--- config.mk ---
export PLATFORM = sky130hd
export DESIGN_NAME = mux4way_rr_arbiter
export DESIGN_NICKNAME = d
export VERILOG_FILES = /design/src/rtl/mux4way_rr_arbiter.sv
export SDC_FILE = /design/constraint.sdc
export NUM_CORES = 1
export LEC_CHECK = 0
export CAP_MARGIN = 10
export CORE_MARGIN = 2
export CORE_UTILIZATION = 28
export DETAILED_ROUTE_END_ITERATION = 10
export PLACE_DENSITY = 0.93
export REMOVE_ABC_BUFFERS = 1
export SLEW_MARGIN = 20
export SYNTH_ARGS = -nofsm -noshare
export SYNTH_HDL_FRONTEND = slang
export SYNTH_SLANG_ARGS = --single-unit
--- constraint.sdc ---
create_clock -name clk -period 1.9 [get_ports clk]
set_input_delay 0.38 -clock clk [delete_from_list [all_inputs] [get_ports clk]]
set_output_delay 0.38 -clock clk [all_outputs]
set_load 0.02 [all_outputs]
--- src/rtl/mux4way_rr_arbiter.sv ---
// -----------------------------------------------------------------------------
// mux4way_rr_arbiter
//
// Purpose:
//   Round-robin arbiter that shares one 32-bit 4:1 datapath mux among four
//   valid/ready requesters (ALU, load unit, PC logic, immediate path) feeding a
//   single shared write-back consumer. The grant and the mux select are
//   registered; the granted requester keeps the datapath for up to MAX_BURST
//   accepted transfers, or until it withdraws its valid. Every release passes
//   through IDLE, so there is always a one-cycle bubble between grants.
//
// Parameters:
//   MAX_BURST  accepted transfers per grant before forced rotation (1..15)
//   CNT_W      width of each statistics counter (MUX_ARB_STATS_EN only)
//
// Optional feature macro:
//   MUX_ARB_STATS_EN  adds stat_clr / stat_cnt and one saturating
//                     accepted-transfer counter per requester.
//
// Ports:
//   clk        clock, all state updates on the rising edge
//   rst_n      synchronous active-low reset
//   req_valid  per-requester valid, bit i = requester i
//   req_data0..req_data3  per-requester data words
//   req_ready  per-requester ready, only the granted bit can be high
//   out_valid  consumer-side valid
//   out_ready  consumer-side ready
//   out_data   data word of the granted requester
//   sel        registered mux select (granted index)
//   gnt        registered one-hot grant, zero when idle
//   stat_clr   clear all statistics counters (MUX_ARB_STATS_EN only)
//   stat_cnt   per-requester transfer counts, requester 0 in the LSBs
//              (MUX_ARB_STATS_EN only)
//
// Sub-module:
//   mux4way32bit  plain combinational 32-bit 4:1 mux
// -----------------------------------------------------------------------------

// 32-bit 4:1 multiplexer used as the shared datapath.
module mux4way32bit (
    input  logic [31:0] in0,
    input  logic [31:0] in1,
    input  logic [31:0] in2,
    input  logic [31:0] in3,
    input  logic [1:0]  sel,
    output logic [31:0] out
);

    // Select one of four data words.
    always_comb begin
        out = 32'd0;
        case (sel)
            2'd0:    out = in0;
            2'd1:    out = in1;
            2'd2:    out = in2;
            2'd3:    out = in3;
            default: out = 32'd0;
        endcase
    end

endmodule

module mux4way_rr_arbiter #(
    parameter int unsigned MAX_BURST = 4,
    parameter int unsigned CNT_W     = 16
) (
    input  logic                 clk,
    input  logic                 rst_n,
    input  logic [3:0]           req_valid,
    input  logic [31:0]          req_data0,
    input  logic [31:0]          req_data1,
    input  logic [31:0]          req_data2,
    input  logic [31:0]          req_data3,
    output logic [3:0]           req_ready,
    output logic                 out_valid,
    input  logic                 out_ready,
    output logic [31:0]          out_data,
    output logic [1:0]           sel,
    output logic [3:0]           gnt
`ifdef MUX_ARB_STATS_EN
    ,
    input  logic                 stat_clr,
    output logic [4*CNT_W-1:0]   stat_cnt
`endif
);

    // Reject illegal configurations at elaboration time.
    if (MAX_BURST < 1 || MAX_BURST > 15 || CNT_W < 1) begin : g_param_check
        $error("mux4way_rr_arbiter: MAX_BURST must be 1..15 and CNT_W >= 1");
    end

    typedef enum logic [0:0] {
        ST_IDLE  = 1'b0,
        ST_GRANT = 1'b1
    } state_t;

    // Beat index of the final transfer of a grant.
    localparam logic [3:0] LAST_BEAT = 4'(MAX_BURST - 1);

    state_t      state_r;
    logic [1:0]  ptr_r;
    logic [3:0]  beat_r;
    logic [1:0]  sel_r;
    logic [3:0]  gnt_r;

    logic        grant_valid_s;
    logic [3:0]  ready_s;
    logic        xfer_s;
    logic [1:0]  pick_s;
    logic [31:0] mux_out_s;

    // First valid requester searching ptr, ptr+1, ... (mod 4). Iterating from
    // the farthest offset down lets the nearest match overwrite the result.
    function automatic logic [1:0] rr_pick(input logic [3:0] valid,
                                           input logic [1:0] ptr);
        logic [1:0] idx;
        logic [1:0] pick;
        pick = ptr;
        for (int k = 3; k >= 0; k--) begin
            idx = ptr + 2'(k);
            if (valid[idx]) begin
                pick = idx;
            end else begin
                pick = pick;
            end
        end
        return pick;
    endfunction

    // Winner of the next arbitration round.
    always_comb begin
        pick_s = rr_pick(req_valid, ptr_r);
    end

    // Handshake outputs: only meaningful while a grant is held.
    always_comb begin
        grant_valid_s = 1'b0;
        ready_s       = 4'b0000;
        if (state_r == ST_GRANT) begin
            grant_valid_s = req_valid[sel_r];
            ready_s       = gnt_r & {4{out_ready}};
        end else begin
            grant_valid_s = 1'b0;
            ready_s       = 4'b0000;
        end
    end

    assign xfer_s = grant_valid_s & out_ready;

    // Arbitration FSM: grant, burst counting, release and rotation.
    always_ff @(posedge clk) begin
        if (!rst_n) begin
            state_r <= ST_IDLE;
            ptr_r   <= 2'd0;
            beat_r  <= 4'd0;
            sel_r   <= 2'd0;
            gnt_r   <= 4'b0000;
        end else begin
            case (state_r)
                ST_IDLE: begin
                    if (req_valid != 4'b0000) begin
                        sel_r   <= pick_s;
                        gnt_r   <= 4'b0001 << pick_s;
                        beat_r  <= 4'd0;
                        state_r <= ST_GRANT;
                    end else begin
                        state_r <= ST_IDLE;
                    end
                end
                ST_GRANT: begin
                    if (xfer_s) begin
                        if (beat_r == LAST_BEAT) begin
                            // Burst exhausted: rotate priority past this requester.
                            state_r <= ST_IDLE;
                            ptr_r   <= sel_r + 2'd1;
                            gnt_r   <= 4'b0000;
                        end else begin
                            beat_r  <= beat_r + 4'd1;
                        end
                    end else if (!req_valid[sel_r]) begin
                        // Requester withdrew; this also wins over a
                        // simultaneous out_ready since no transfer occurred.
                        state_r <= ST_IDLE;
                        ptr_r   <= sel_r + 2'd1;
                        gnt_r   <= 4'b0000;
                    end else begin
                        state_r <= ST_GRANT;
                    end
                end
                default: begin
                    state_r <= ST_IDLE;
                    gnt_r   <= 4'b0000;
                end
            endcase
        end
    end

    mux4way32bit u_mux (
        .in0 (req_data0),
        .in1 (req_data1),
        .in2 (req_data2),
        .in3 (req_data3),
        .sel (sel_r),
        .out (mux_out_s)
    );

    assign sel       = sel_r;
    assign gnt       = gnt_r;
    assign out_valid = grant_valid_s;
    assign req_ready = ready_s;
    assign out_data  = mux_out_s;

`ifdef MUX_ARB_STATS_EN
    logic [CNT_W-1:0] cnt_r [4];

    // Saturating per-requester transfer counters; clear beats increment.
    always_ff @(posedge clk) begin
        if (!rst_n) begin
            for (int i = 0; i < 4; i++) begin
                cnt_r[i] <= '0;
            end
        end else if (stat_clr) begin
            for (int i = 0; i < 4; i++) begin
                cnt_r[i] <= '0;
            end
        end else begin
            for (int i = 0; i < 4; i++) begin
                if (xfer_s && (sel_r == 2'(i)) && (cnt_r[i] != {CNT_W{1'b1}})) begin
                    cnt_r[i] <= cnt_r[i] + {{(CNT_W-1){1'b0}}, 1'b1};
                end else begin
                    cnt_r[i] <= cnt_r[i];
                end
            end
        end
    end

    // Pack the counters onto the flat statistics bus.
    always_comb begin
        stat_cnt = '0;
        for (int i = 0; i < 4; i++) begin
            stat_cnt[i*CNT_W +: CNT_W] = cnt_r[i];
        end
    end
`endif

endmodule

=== Word level (Yosys, flattened, before mapping) ===
Cells that the tools add are included.
W data, S select, Z words.

* $add $sub $neg: 5
* $lt $le $gt $ge: 5
* Eq/ne operators: 11
* Shift operators: 1
* Multiplexer cells: 34
* Bitwise operators: 3
* Reduce and logical (&&, ||, !) cells: 6

{| class="wikitable"
|+ Operator list
! kind !! number
|-
| $pmux W32 S4 || 1
|-
| $mux W4 || 8
|-
| $pmux W4 S2 || 2
|-
| $lt A2 B3 Y1 const B || 5
|-
| $mux W2 || 7
|-
| $bmux W1 S2 || 5
|-
| $mux W1 || 10
|-
| $reduce_and A3 Y1 || 3
|-
| $ne A2 B2 Y1 const B || 3
|-
| $add A2 B1 Y2 const B || 2
|-
| $add A2 B2 Y2 const B || 2
|-
| $add A4 B1 Y4 const B || 1
|-
| $and A4 B4 Y4 || 1
|-
| $eq A2 B2 Y1 const B || 2
|-
| $eq A4 B2 Y1 const B || 1
|-
| $ne A2 B1 Y1 const B || 2
|-
| $reduce_bool A4 Y1 || 1
|-
| $shl A1 B2 Y4 const A || 1
|-
| $ne A3 B2 Y1 const B || 1
|-
| $ne A3 B3 Y1 const B || 1
|-
| $eq A2 B1 Y1 const B || 1
|-
| $logic_not A2 Y1 || 1
|-
| $pmux W1 S2 || 1
|-
| $reduce_and A2 Y1 || 1
|-
| 2 further kinds || 2
|}

* Flip-flop bits (word level): 13
* Output and inout port bits: 43
* Word-level logic and storage cells: 70

=== Depth between registers and ports, before layout ===
Gate-level depths: netlist (run 1).

* Depth after elaboration: 10
* Mapped depth: 7
* Depth with buffers taken out: 6

=== Hierarchy ===
Synthesis (run 1) repeated with hierarchy kept, for this count alone.

* Cells, all modules: 127
* Area, all modules: 1552.7 um^2

{| class="wikitable"
|+ By module, submodules not included
! module !! times used !! cells each !! area each (um^2)
|-
| mux4way32bit || 1 || 39 || 814.5
|-
| mux4way_rr_arbiter || 1 || 88 || 738.2
|}

=== Least setup slack after synthesis (run 1) ===
No wires, ideal clock.

* Path kind: register to output
* Start: register sel_r[0], in the netlist sel[0]
* End: output port out_data[0]
* Arrival time: 1.805 ns
* Data required time: 1.520 ns
* Setup slack: -0.285 ns
* Stages on the path, launching flop included: 6
* Buffers on the path: 2
* Cell sequence: dfxtp_1 inv_1 ha_1 clkbuf_1 clkbuf_1 mux2i_1

* Longest elaborated chain between the ends: 2
* Elaborated cells between the ends (all ways): 5

{| class="wikitable"
|+ Ends and longest elaborated chain
! element !! line !! RTL
|-
| start: declaration || 103 || <nowiki>logic [1:0] sel_r;</nowiki>
|-
| start signal: assignment || 162 || <nowiki>sel_r <= pick_s;</nowiki>
|-
| $eq A2 B2 Y1, or another cell as far along || 52 || <nowiki>case (sel)</nowiki>
|-
| $pmux W32 S4 * || 52 ||
|-
| end: declaration || 77 || <nowiki>output logic [31:0] out_data,</nowiki>
|}

Every way passes the cells marked *; elsewhere a longest branch is shown, timed or not.

=== Worst setup path after layout (run 1) ===
* Start: register sel_r[0], in the netlist sel[0]
* End: output port out_data[18]

The elaborated chain is that of the path after synthesis.

==> impl_metrics.ini, run 1 <==
[run_status]
status = finished, violations left
violations = negative setup slack

[drt]
viasPerCell = 5.22
first_pass_iters = 7
wl_per_cell_um = 17.7
drtIter0Drc = 184
drc = 0
wl_um = 8350
vias = 2457
postRouteAntennaNets = 0

[sta]
drv_slew = 0
maxSlewHeadroom_pct = 73.0
hold_viol = 0
setup_viol = 33
hold_slack_ps = 487
fin_crit_ps = 2100
max_freq_mhz = 476
fin_skew_ps = 3.10
worst_slack_ps = -201
grt_setup_unrepaired = true
worst_pin_slew_ps = 405
post-route-period-util_pct = 111

[hold_path]
hold_class = register to register
hold_depth = 2

[worst_setup_path]
critical_path_required_ps = 1520
rr_worst_depth = 7
crit_arrival_ps = 1720
crit_fanout = 5
cp-end-kind = output pin
crit_path_start_kind = register
reg2reg_slack_ps = 60
worstSetupPathType = register to output pin

[placement]
place_area_sq_um = 3640
dpl.hpwl_um = 6390
gp_congestion = 0.867
port_buffers = 177

[synthesis]
netlist_area_sq_um = 1580
ys.flop_type = dfxtp_1
ys.warnings.count = 0
synth_edf_count = 0
ys_ff_latch = 13
synthArstFlopShare_pct = 0
syn_avg_cell_area_sq_um = 7.96
yosysSeqAreaShare_pct = 16.4
ys_types = 41
syn_inst = 199

[clock_network]
clock-root-buffer = clkbuf_8
clk_pin_slew_worst_paths_ps = 60
clock_sink_count = 13
holdBufCountCts = 0
cts_buffers = 3
htreeDepth = 1
cts_tree = yes
clockBufferDepth = 2
worstSkewPairLatency_ps = 250

[layout]
nFillCells = 480
multi_input_area_sq_um = 1170
drive_gt1_share_pct = 21.8
diodes = 0
area_growth_pct = 136
register_area_sq_um = 268
fin_nets = 540
fin_area_sq_um = 3740

[die]
start_util_pct = 28.9
num_rows = 27
die_w_um = 79.2
io_pins = 178
dieArea_sq_um = 6280
die_y_um = 79.2
core_sq_um = 5470

[power]
total_power_uw = 1610
vdd_ir_drop_max_v = 0.000405
power.leakage_uw = 0.00177
power_density_nw_per_um2 = 431

[global_routing]
grt_max_degree = 24
grt_pass1_vias = 2474
grt_use_total_pct = 25.4
grt_pass1_wl_um = 12500
overflow = 0
antenna_found_initial = 0

[flow_run]
drv_cap = 0
==> timing repair <==
item                       CTS  global route
buffers inserted             0             1
cloned                       3             2
resized for setup          173             4
setup endpoints to repair   38            34
pin swaps                   11             8
==> sequential cells by signal, indices dropped and copies added (netlist names) <==
signal,flops
gnt,4
sel,2
beat_r,4
ptr_r,2
state_r,1
==> metrics by stage <==
| step | util [%] | worst slack, ps | setup TNS (ps) | cells |
|---|---|---|---|---|
| 2_1_floorplan | - | -683 | -21850 | 184 |
| 5_1_grt | 68.3 | -297 | -6710 | 471 |
| 4_1_cts | 67.0 | -217 | -3710 | 468 |
| 3_5_place_dp | 66.6 | -513 | -14910 | 461 |
| 6_report | 68.3 | -201 | -4100 | 471 |
| 3_3_place_gp | 66.6 | -499 | -11980 | 461 |
==> power breakdown <==
part / switching [uW] / total [uW] / internal [uW]
clock network: 104 / 253 / 149
logic: 449 / 1050 / 599
registers: 20.8 / 309 / 289
==> area by class of cell <==
class / count / share of cell area, %
repair buffers: 211 / 54.0
well taps: 72 / 2.41
multi-input cells: 132 / 31.3
inverters: 39 / 3.98
clock buffers: 4 / 1.20
flip-flops and latches: 13 / 7.16
==> metal layers <==
metal	share of wire (%)	up-vias	global-route usage [%]
li1	-	1165	-
met1	40	1165	30.1
met2	50	112	45.8
met3	7.2	15	4.66
met4	2.7	0	8.45
met5	0	-	0
==> layout by cell type, fill, tap and decap left out, types with 2 or more instances in the layout <==
master,instances
buf_6,7
buf_2,24
nand3_1,3
nor2_1,12
nand2_1,6
inv_1,36
o21ai_0,2
dfxtp_1,11
clkbuf_16,2
clkbuf_8,3
and3_1,4
a21oi_2,2
ha_4,4
nor2b_1,2
clkdlybuf4s50_1,136
buf_4,28
dfxtp_4,2
mux2i_1,33
xor2_1,2
dlygate4sd2_1,8
buf_12,5
a222oi_1,32
a21oi_1,5
==> worst max-delay path, cell delays in order (launching register included) <==
cell and delay (ps):
dfxtp_4 390, inv_4 40, ha_4 190, buf_6 130, a222oi_1 410, mux2i_1 130, buf_4 180
==> logic make-up (layout without fill, tap and decap cells) <==
| family | after synthesis | in the layout | share of synthesized area, % |
|---|---|---|---|
| AO/OA/AOI/OAI | 50 | 50 | 27.6 |
| XOR/XNOR | 2 | 2 | 1.11 |
| adder cells (fa/ha/maj) | 5 | 5 | 3.95 |
| buffers and inverters | 54 | 254 | 13.3 |
| flip-flops | 13 | 13 | 16.4 |
| multiplexers | 35 | 35 | 23.0 |
| AND/OR/NAND/NOR | 40 | 40 | 14.5 |
==> cell usage after synthesis, types with 2 or more instances <==
cell       n  area (sq um)
nor2_1    12          45.0
and2_1     2          12.5
a222oi_1  32           320
xor2_1     2          17.5
a21oi_2    2          17.5
nand2_1    6          22.5
ha_1       5          62.6
inv_1     38           143
and3_1     4          25.0
dfxtp_1   13           260
mux2i_1   33           330
a21oi_1    5          25.0
a211oi_1   2          15.0
clkbuf_1  12          45.0
nor2b_1    2          12.5
nand3_1    3          15.0
o21ai_0    2          10.0
==> path summary, 6_finish.rpt <==
path,start,to
setup / recovery,sel[0],out_data[18]
hold / removal,gnt[3],gnt[3]
setup reg to reg,sel[1],ptr_r[0]
hold reg to reg,gnt[3],gnt[3]
(Power assumes the default switching activity.)
==> run 2, diff against run 1 <==
--- a/config.mk
+++ b/config.mk
@@ -8,6 +8,7 @@
 export CAP_MARGIN = 10
 export CORE_MARGIN = 2
 export CORE_UTILIZATION = 28
+export CTS_CLUSTER_SIZE = 8
 export DETAILED_ROUTE_END_ITERATION = 10
 export PLACE_DENSITY = 0.93
 export REMOVE_ABC_BUFFERS = 1
==> results of run 2 <==
No change in the layout: final DEF, timing and power equal those of run 1.
